`src/rtl/tluh_pkg.sv`:
```
// tluh_pkg: shared TL-UH widths plus the host-arbiter state, FIFO entry type and beat helpers.
package tluh_pkg;

   localparam int TL_AW = 32;
   localparam int TL_DW = 32;
   localparam int TL_DBW = TL_DW / 8;
   localparam int TL_SZW = 3;
   localparam int TL_BEATSMAXW = 4;

   localparam int TL_ARB_MAXHOSTS = 8;
   localparam int TL_ARB_IDW = $clog2(TL_ARB_MAXHOSTS);

   typedef enum logic {ARB, BURST} tluh_arb_state_e;

   typedef struct packed {
      logic [TL_ARB_IDW-1:0]   id;
      logic [TL_BEATSMAXW-1:0] rsp_beats;
   } tluh_arb_entry_t;

   // A zero beat count means a single beat.
   function automatic logic [TL_BEATSMAXW-1:0] norm_beats(input logic [TL_BEATSMAXW-1:0] b);
      return (b == '0) ? TL_BEATSMAXW'(1) : b;
   endfunction

   function automatic logic [TL_ARB_IDW-1:0] next_id(input logic [TL_ARB_IDW-1:0] id, input int n);
      return (int'(id) == n - 1) ? '0 : id + 1'b1;
   endfunction

endpackage

```
`src/rtl/tluh_arb_id_fifo.sv`:
```
// tluh_arb_id_fifo: in-order FIFO of {owner id, response beats} for requests in flight.
module tluh_arb_id_fifo
   import tluh_pkg::*;
#(
   parameter int DEPTH = 4
) (
   input  logic            clk_i,
   input  logic            rst_ni,
   input  logic            push_i,
   input  tluh_arb_entry_t wdata_i,
   input  logic            pop_i,
   output logic            full_o,
   output logic            empty_o,
   output tluh_arb_entry_t head_o
);

   localparam int AW = $clog2(DEPTH);
   localparam int CW = AW + 1;

   tluh_arb_entry_t mem_q [DEPTH];
   tluh_arb_entry_t mem_d [DEPTH];
   logic [AW-1:0] wr_ptr_q, wr_ptr_d, rd_ptr_q, rd_ptr_d;
   logic [CW-1:0] cnt_q, cnt_d;
   logic do_push, do_pop;

   assign full_o = cnt_q == CW'(DEPTH);
   assign empty_o = cnt_q == '0;
   assign head_o = mem_q[rd_ptr_q];
   assign do_push = push_i & ~full_o;
   assign do_pop = pop_i & ~empty_o;

   always_comb begin
      mem_d = mem_q;
      if (do_push) mem_d[wr_ptr_q] = wdata_i;
      wr_ptr_d = wr_ptr_q + AW'(do_push);
      rd_ptr_d = rd_ptr_q + AW'(do_pop);
      cnt_d = cnt_q + CW'(do_push) - CW'(do_pop);
   end

   always_ff @(posedge clk_i or negedge rst_ni) begin
      if (!rst_ni) begin
         mem_q <= '{default: '0};
         wr_ptr_q <= '0;
         rd_ptr_q <= '0;
         cnt_q <= '0;
      end else begin
         mem_q <= mem_d;
         wr_ptr_q <= wr_ptr_d;
         rd_ptr_q <= rd_ptr_d;
         cnt_q <= cnt_d;
      end
   end

endmodule

```
`src/rtl/tluh_host_arbiter.sv`:
```
// tluh_host_arbiter: shares one TL-UH host adapter among N_HOSTS requesters with burst lock and in-order response routing.
// Define TLUH_ARB_FIXED_PRIO_EN for fixed priority (host 0 highest) instead of round-robin.
module tluh_host_arbiter
   import tluh_pkg::*;
#(
   parameter int N_HOSTS = 2,
   parameter int MAX_OUTSTANDING = 4
) (
   input  logic                                      clk_i,
   input  logic                                      rst_ni,
   input  logic [N_HOSTS-1:0]                        h_req_i,
   output logic [N_HOSTS-1:0]                        h_gnt_o,
   input  logic [N_HOSTS-1:0][TL_AW-1:0]             h_addr_i,
   input  logic [N_HOSTS-1:0]                        h_we_i,
   input  logic [N_HOSTS-1:0][TL_DW-1:0]             h_wdata_i,
   input  logic [N_HOSTS-1:0][TL_DBW-1:0]            h_be_i,
   input  logic [N_HOSTS-1:0][TL_SZW-1:0]            h_size_i,
   input  logic [N_HOSTS-1:0][1:0]                   h_op_i,
   input  logic [N_HOSTS-1:0][2:0]                   h_param_i,
   input  logic [N_HOSTS-1:0][TL_BEATSMAXW-1:0]      h_req_beats_i,
   input  logic [N_HOSTS-1:0][TL_BEATSMAXW-1:0]      h_rsp_beats_i,
   output logic [N_HOSTS-1:0]                        h_valid_o,
   output logic [TL_DW-1:0]                          h_rdata_o,
   output logic                                      h_err_o,
   output logic                                      m_req_o,
   output logic [TL_AW-1:0]                          m_addr_o,
   output logic                                      m_we_o,
   output logic [TL_DW-1:0]                          m_wdata_o,
   output logic [TL_DBW-1:0]                         m_be_o,
   output logic [TL_SZW-1:0]                         m_size_o,
   output logic [1:0]                                m_op_o,
   output logic [2:0]                                m_param_o,
   input  logic                                      m_gnt_i,
   input  logic                                      m_valid_i,
   input  logic [TL_DW-1:0]                          m_rdata_i,
   input  logic                                      m_err_i,
   output logic                                      spurious_o
);

   localparam int IDW = TL_ARB_IDW;

   tluh_arb_state_e state_q, state_d;
   logic [IDW-1:0] lock_id_q, lock_id_d, start, winner, sel, rsp_id;
   logic [TL_BEATSMAXW-1:0] beat_cnt_q, beat_cnt_d, rsp_cnt_q, rsp_cnt_d, req_beats_sel, rsp_beats_sel;
   logic spurious_q, spurious_d;
   logic req_sel, accept, last, push, pop, deliver, last_rsp, fifo_full, fifo_empty;
   tluh_arb_entry_t push_entry, head;

`ifdef TLUH_ARB_FIXED_PRIO_EN
   assign start = '0;
`else
   logic [IDW-1:0] rr_ptr_q, rr_ptr_d;
   assign start = rr_ptr_q;
   assign rr_ptr_d = (accept && last) ? next_id(sel, N_HOSTS) : rr_ptr_q;
   always_ff @(posedge clk_i or negedge rst_ni) begin
      if (!rst_ni) rr_ptr_q <= '0;
      else rr_ptr_q <= rr_ptr_d;
   end
`endif

   // Scan from farthest to nearest so the host closest to start wins.
   always_comb begin
      winner = '0;
      for (int k = N_HOSTS - 1; k >= 0; k--)
         for (int i = 0; i < N_HOSTS; i++)
            if (i == (int'(start) + k) % N_HOSTS && h_req_i[i]) winner = IDW'(i);
   end

   assign sel = (state_q == BURST) ? lock_id_q : winner;

   always_comb begin
      req_sel = 1'b0;
      m_addr_o = '0;
      m_we_o = 1'b0;
      m_wdata_o = '0;
      m_be_o = '0;
      m_size_o = '0;
      m_op_o = '0;
      m_param_o = '0;
      req_beats_sel = '0;
      rsp_beats_sel = '0;
      for (int i = 0; i < N_HOSTS; i++)
         if (rst_ni && sel == IDW'(i)) begin
            req_sel = h_req_i[i];
            m_addr_o = h_addr_i[i];
            m_we_o = h_we_i[i];
            m_wdata_o = h_wdata_i[i];
            m_be_o = h_be_i[i];
            m_size_o = h_size_i[i];
            m_op_o = h_op_i[i];
            m_param_o = h_param_i[i];
            req_beats_sel = h_req_beats_i[i];
            rsp_beats_sel = h_rsp_beats_i[i];
         end
   end

   assign m_req_o = req_sel & ~fifo_full;
   assign accept = m_req_o & m_gnt_i;

   always_comb begin
      for (int i = 0; i < N_HOSTS; i++) h_gnt_o[i] = accept && sel == IDW'(i);
   end

   always_comb begin
      last = (state_q == BURST) ? beat_cnt_q <= TL_BEATSMAXW'(1) : norm_beats(req_beats_sel) == TL_BEATSMAXW'(1);
      state_d = (accept && last) ? ARB : (accept && state_q == ARB) ? BURST : state_q;
      lock_id_d = (accept && state_q == ARB) ? winner : lock_id_q;
      beat_cnt_d = !accept ? beat_cnt_q : (state_q == ARB) ? norm_beats(req_beats_sel) - 1'b1 : beat_cnt_q - 1'b1;
   end

   assign push = accept && state_q == ARB;
   assign push_entry = '{id: winner, rsp_beats: norm_beats(rsp_beats_sel)};

   tluh_arb_id_fifo #(.DEPTH(MAX_OUTSTANDING)) u_id_fifo (
      .clk_i  (clk_i),
      .rst_ni (rst_ni),
      .push_i (push),
      .wdata_i(push_entry),
      .pop_i  (pop),
      .full_o (fifo_full),
      .empty_o(fifo_empty),
      .head_o (head)
   );

   // Response routing: the head entry owns every beat until its count is used up.
   assign rsp_id = head.id;
   assign deliver = rst_ni & m_valid_i & ~fifo_empty;
   assign last_rsp = rsp_cnt_q >= head.rsp_beats - 1'b1;
   assign pop = deliver & last_rsp;
   assign rsp_cnt_d = !deliver ? rsp_cnt_q : last_rsp ? '0 : rsp_cnt_q + 1'b1;
   assign h_rdata_o = deliver ? m_rdata_i : '0;
   assign h_err_o = deliver & m_err_i;
   assign spurious_d = spurious_q | (m_valid_i & fifo_empty);
   assign spurious_o = spurious_q;

   always_comb begin
      for (int i = 0; i < N_HOSTS; i++) h_valid_o[i] = deliver && rsp_id == IDW'(i);
   end

   always_ff @(posedge clk_i or negedge rst_ni) begin
      if (!rst_ni) begin
         state_q <= ARB;
         lock_id_q <= '0;
         beat_cnt_q <= '0;
         rsp_cnt_q <= '0;
         spurious_q <= 1'b0;
      end else begin
         state_q <= state_d;
         lock_id_q <= lock_id_d;
         beat_cnt_q <= beat_cnt_d;
         rsp_cnt_q <= rsp_cnt_d;
         spurious_q <= spurious_d;
      end
   end

endmodule
```
`config.mk`:
```
export PLATFORM = sky130hd
export DESIGN_NAME = tluh_host_arbiter
export DESIGN_NICKNAME = d
export VERILOG_FILES = /design/src/rtl/tluh_pkg.sv /design/src/rtl/tluh_arb_id_fifo.sv /design/src/rtl/tluh_host_arbiter.sv
export SDC_FILE = /design/constraint.sdc
export NUM_CORES = 1
export LEC_CHECK = 0
export CAP_MARGIN = 25
export CORE_AREA = 2 2 127 129
export DETAILED_ROUTE_END_ITERATION = 7
export DIE_AREA = 0 0 129 131
export GPL_TIMING_DRIVEN = 0
export PLACE_DENSITY = 0.71
export SLEW_MARGIN = 20
export SYNTH_ARGS = -nofsm -noshare
export SYNTH_HDL_FRONTEND = slang
export SYNTH_HIERARCHICAL = 1
export SYNTH_SLANG_ARGS = --single-unit
export TNS_END_PERCENT = 20
```
`constraint.sdc`:
```
create_clock -name clk_i -period 3.7 [get_ports clk_i]
set_input_delay 0.37 -clock clk_i [delete_from_list [all_inputs] [get_ports clk_i]]
set_output_delay 0.37 -clock clk_i [all_outputs]
set_load 0.005 [all_outputs]
```
==> impl_metrics.env, run 1 <==
export IMPL_worst_r2r_setup_slack_ns=0.24
export IMPL_drv_max_cap_violation_count=0
export IMPL_number_of_global_route_vias_before_repair=4740
export IMPL_finalClockSkew_ns=0.00799
export IMPL_worst_setup_path_end_kind="flop"
export IMPL_gp_routability_congestion=0.880
export IMPL_drive_above_1_share_pct=9.39
export IMPL_synth_compound_gate_area_share_pct=19.9
export IMPL_clk_transition_reported_paths_ns=0.07
export IMPL_timing_rr_start="u_id_fifo/rd_ptr_q[0]"
export IMPL_clockPowerShare_pct=12.6
export IMPL_initial_util_pct=26.9
export IMPL_diodes=0
export IMPL_critPathMostFrequentCell="sky130_fd_sc_hd__ha_1"
export IMPL_cts_root_buf="sky130_fd_sc_hd__clkbuf_16"
export IMPL_met3_usage_grt_pct=5.21
export IMPL_clock_sinks=47
export IMPL_synth_warning_count=6
export IMPL_yosys_register_bits=47
export IMPL_criticalPathCategory="flop to flop"
export IMPL_detailedRoute_firstIterationViolations=236
export IMPL_drt_pre_antenna_iters=4
export IMPL_max_freq_ghz=0.289
export IMPL_post_drt_via_cell_ratio=4.48
export IMPL_use_met2_pct=35.0
export IMPL_floorplan_die_height_microns=131
export IMPL_worstRegToRegCells=14
export IMPL_run_status="finished clean"
export IMPL_combinationalPowerShare_pct=63.1
export IMPL_worst_slew_pin_slew_ns=0.671
export IMPL_fillCellCount=1493
export IMPL_die_area_sq_um=16900
export IMPL_setup_viol_count_final=0
export IMPL_postSynthCellCount=523
export IMPL_clock_path_buffers=2
export IMPL_synth_top_family_by_area="simple AND/OR/NAND/NOR gates"
export IMPL_slew_headroom_pct=55.3
export IMPL_power_ir_vdd_worst_v=0.000318
export IMPL_mappedNetlistArea_sq_um=4200
export IMPL_synth_fa_ha_area_share_pct=4.06
export IMPL_synth_main_ff_cell="sky130_fd_sc_hd__dfrtp_1"
export IMPL_leakagePower_nw=3.32
export IMPL_met1_usage_pct=29.0
export IMPL_worst_setup_path_start_kind="flop"
export IMPL_synthesis_area_per_instance_sq_um=8.02
export IMPL_detail_route_wl_per_cell_microns=18.0
export IMPL_route_final_wire_length_mm=19.5
export IMPL_finish_net_count=1084
export IMPL_placement_io_buffers=324
export IMPL_critical_path_arrival_ns=3.64
export IMPL_post_synth_mux_area_share_pct=12.4
export IMPL_globalRouteOverflowTotal=0
export IMPL_p_sw_share_pct=38.6
export IMPL_mostFrequentLayoutCells="323 x sky130_fd_sc_hd__clkdlybuf4s50_1, 179 x sky130_fd_sc_hd__nand2_1, 71 x sky130_fd_sc_hd__a21boi_1"
export IMPL_numCtsBuffers=5
export IMPL_critical_path_peak_fanout=5
export IMPL_worst_hold_path_type="input port to async pin"
export IMPL_dp_hpwl_mm=15.9
export IMPL_synth_xor_area_share_pct=2.51
export IMPL_slew_viol_final=0
export IMPL_power_total_w=0.00383
export IMPL_area_growth_synth_to_final_pct=88.6
export IMPL_fp_coreArea_sq_um=15600
export IMPL_track_usage_pct=21.8
export IMPL_critical_path_required_ns=3.88
export IMPL_clk_latency_ns=0.29
export IMPL_grt_antenna_before_repair=1
export IMPL_postLayoutCoreUtil_pct=50.7
export IMPL_grt_busiest_layer="met2"
export IMPL_setup_repair_after_global_routing_missed_its_margin="false"
export IMPL_layout_commonest_cell="sky130_fd_sc_hd__clkdlybuf4s50_1"
export IMPL_floorplan_die_width_microns=129
export IMPL_synth_enable_flop_cells=0
export IMPL_drc=0
export IMPL_final_period_minus_worst_setup_slack_ns=3.46
export IMPL_tritoncts_clock_tree="yes"
export IMPL_boundaryPins=325
export IMPL_timing_critical_path_buf_inv=2
export IMPL_first_pass_grt_wire_length_mm=27.6
export IMPL_pwr_share_seq_pct=24.3
export IMPL_worstPathCellList="buf_6 > mux4_2 > inv_1 > ha_1 > ha_1 > a21boi_0 > o21ai_0 > a21oi_2 > o31a_1 > xor2_1 > ha_1 > fa_1 > xor2_1 > xnor2_1"
export IMPL_r2r_end="u_id_fifo/cnt_q[2]"
export IMPL_cp_slowest_cell="sky130_fd_sc_hd__mux4_2"
export IMPL_antenna_left=0
export IMPL_async_flop_share_pct=100
export IMPL_post_synth_and_or_nand_nor_area_fraction_pct=27.3
export IMPL_cts_htree_levels=2
export IMPL_finalHoldViolCount=0
export IMPL_critPathMaxStageDelay_ns=0.52
export IMPL_crit_share_post_route_pct=93.6
export IMPL_switchingPower_w=0.00148
export IMPL_via_count=4833
export IMPL_fp_row_count=46
export IMPL_yosysSeqAreaShare_pct=28.0
export IMPL_power_density_nw_per_um2=483
export IMPL_cpLargestDelayFamily="adder cells"
export IMPL_power_report_internal_total_w=0.00235
export IMPL_synth_lib_cells_used_distinct=55
export IMPL_pin_count_of_the_biggest_net_entering_global_routing=56
==> sequential cells by signal (all words and copies together), names as in the netlist <==
signal / flops
beat_cnt_q: 4
u_id_fifo/mem_q: 28
rsp_cnt_q: 4
u_id_fifo/wr_ptr_q: 2
spurious_o: 1
u_id_fifo/cnt_q: 3
u_id_fifo/rd_ptr_q: 2
rr_ptr_q: 1
lock_id_q: 1
state_q: 1
==> kinds of logic (layout without fill, tap and decap cells) <==
kind of cell               Yosys count  after routing
and+or+nand+nor                    254            254
AOI/OAI and AO/OA                  112            112
DFF                                 47             47
buffers and inverters               47            380
muxes                               37             37
adders and majority gates           13             13
xor gates and xnor gates            12             12
other                                1              8
==> repair_timing <==
item / 4_1_cts / 5_1_grt
hold buffers: 0 / 0
setup endpoints to repair: 1 / 1
resized for setup: 1 / 3
setup buffers: 0 / 2
cloned: 0 / 0
pin swaps: 0 / 1
==> synth_stat cells, types with 2 or more instances <==
| library cell | n | area (sq um) |
|---|---|---|
| sky130_fd_sc_hd__nor3_2 | 2 | 20.0 |
| sky130_fd_sc_hd__a21boi_1 | 71 | 533 |
| sky130_fd_sc_hd__buf_4 | 8 | 60.1 |
| sky130_fd_sc_hd__o311ai_0 | 2 | 17.5 |
| sky130_fd_sc_hd__a21oi_1 | 4 | 20.0 |
| sky130_fd_sc_hd__nor2_1 | 8 | 30.0 |
| sky130_fd_sc_hd__o211a_1 | 2 | 20.0 |
| sky130_fd_sc_hd__nor3b_2 | 2 | 25.0 |
| sky130_fd_sc_hd__clkbuf_1 | 13 | 48.8 |
| sky130_fd_sc_hd__mux2_4 | 7 | 105 |
| sky130_fd_sc_hd__nor2b_1 | 4 | 25.0 |
| sky130_fd_sc_hd__nor3_1 | 11 | 55.1 |
| sky130_fd_sc_hd__dfrtp_1 | 47 | 1180 |
| sky130_fd_sc_hd__inv_1 | 8 | 30.0 |
| sky130_fd_sc_hd__ha_1 | 12 | 150 |
| sky130_fd_sc_hd__a21o_1 | 2 | 15.0 |
| sky130_fd_sc_hd__nand2b_1 | 3 | 18.8 |
| sky130_fd_sc_hd__mux2_2 | 21 | 236 |
| sky130_fd_sc_hd__xor2_1 | 6 | 52.6 |
| sky130_fd_sc_hd__mux4_2 | 7 | 158 |
| sky130_fd_sc_hd__o21a_1 | 2 | 15.0 |
| sky130_fd_sc_hd__nand2_1 | 179 | 672 |
| sky130_fd_sc_hd__and2_1 | 33 | 206 |
| sky130_fd_sc_hd__buf_2 | 14 | 70.1 |
| sky130_fd_sc_hd__xnor2_1 | 6 | 52.6 |
| sky130_fd_sc_hd__a21boi_0 | 11 | 82.6 |
| sky130_fd_sc_hd__o21ai_1 | 5 | 25.0 |
| sky130_fd_sc_hd__o211ai_1 | 2 | 15.0 |
| sky130_fd_sc_hd__o21ai_0 | 5 | 25.0 |
==> area by class of cell <==
type                    count  area, sq um  share of cell area (%)
flip-flops and latches     47         1180                    14.9
repair buffers            326         3260                    41.1
inverters                   9         33.8                   0.427
multi-input cells         436         2810                    35.5
well taps                 216          270                    3.42
clock buffers               7          153                    1.93
clock inverters             1         7.51                  0.0949
plain buffers              37          205                    2.59
==> power groups by stage <==
stage	registers, W	logic (W)	clock network, W
after global placement	0.000904	0.00238	0
after floorplan	0.000868	0.00138	0
after detailed placement	0.000916	0.00240	0
after CTS	0.000909	0.00243	0.000489
after global routing	0.000961	0.00265	0.000510
final	0.000929	0.00241	0.000482
==> layer usage <==
layer  part of all wire (%)  wire [microns]
met5                      0               0
met4                    2.9             557
met3                    7.0            1360
met2                     46            8900
met1                     44            8640
==> per-stage QoR <==
step	std cells	setup slack [ns]	setup TNS [ns]	area [sq um]	hold WS (ns)
floorplan	530	0.276	0	4220	0.0744
global placement	1070	-1.29	-133.85	7730	0.441
detailed placement	1070	-0.106	-0.106	7730	0.445
CTS	1078	0.00249	0	7900	0.138
global route	1079	0.0169	0	7910	0.165
finish	1079	0.236	0	7910	0.110
==> how the worst max path moves through the flow <==
| stage | start | end | slack (ns) | depth (start not counted) |
|---|---|---|---|---|
| 2_1_floorplan | u_id_fifo/rd_ptr_q[0] | u_id_fifo/cnt_q[2] | 0.28 | 14 |
| 3_3_place_gp | rst_ni | m_addr_o[9] | -1.29 | 5 |
| 3_5_place_dp | u_id_fifo/rd_ptr_q[0] | u_id_fifo/cnt_q[2] | -0.11 | 14 |
| 4_1_cts | u_id_fifo/rd_ptr_q[0] | u_id_fifo/cnt_q[2] | 0.002 | 14 |
| 5_1_grt | u_id_fifo/rd_ptr_q[0] | u_id_fifo/cnt_q[2] | 0.02 | 14 |
| 6_report | u_id_fifo/rd_ptr_q[0] | u_id_fifo/cnt_q[2] | 0.24 | 14 |
Note: power is estimated with default switching activity, not from simulation.
==> inputs of run 2 (changes only) <==
CTS_CLUSTER_DIAMETER = 80   (was unset)
CTS_CLUSTER_SIZE = 10   (was unset)
==> results of run 2 <==
The final DEF is identical to that of run 1; final timing and power are the same.
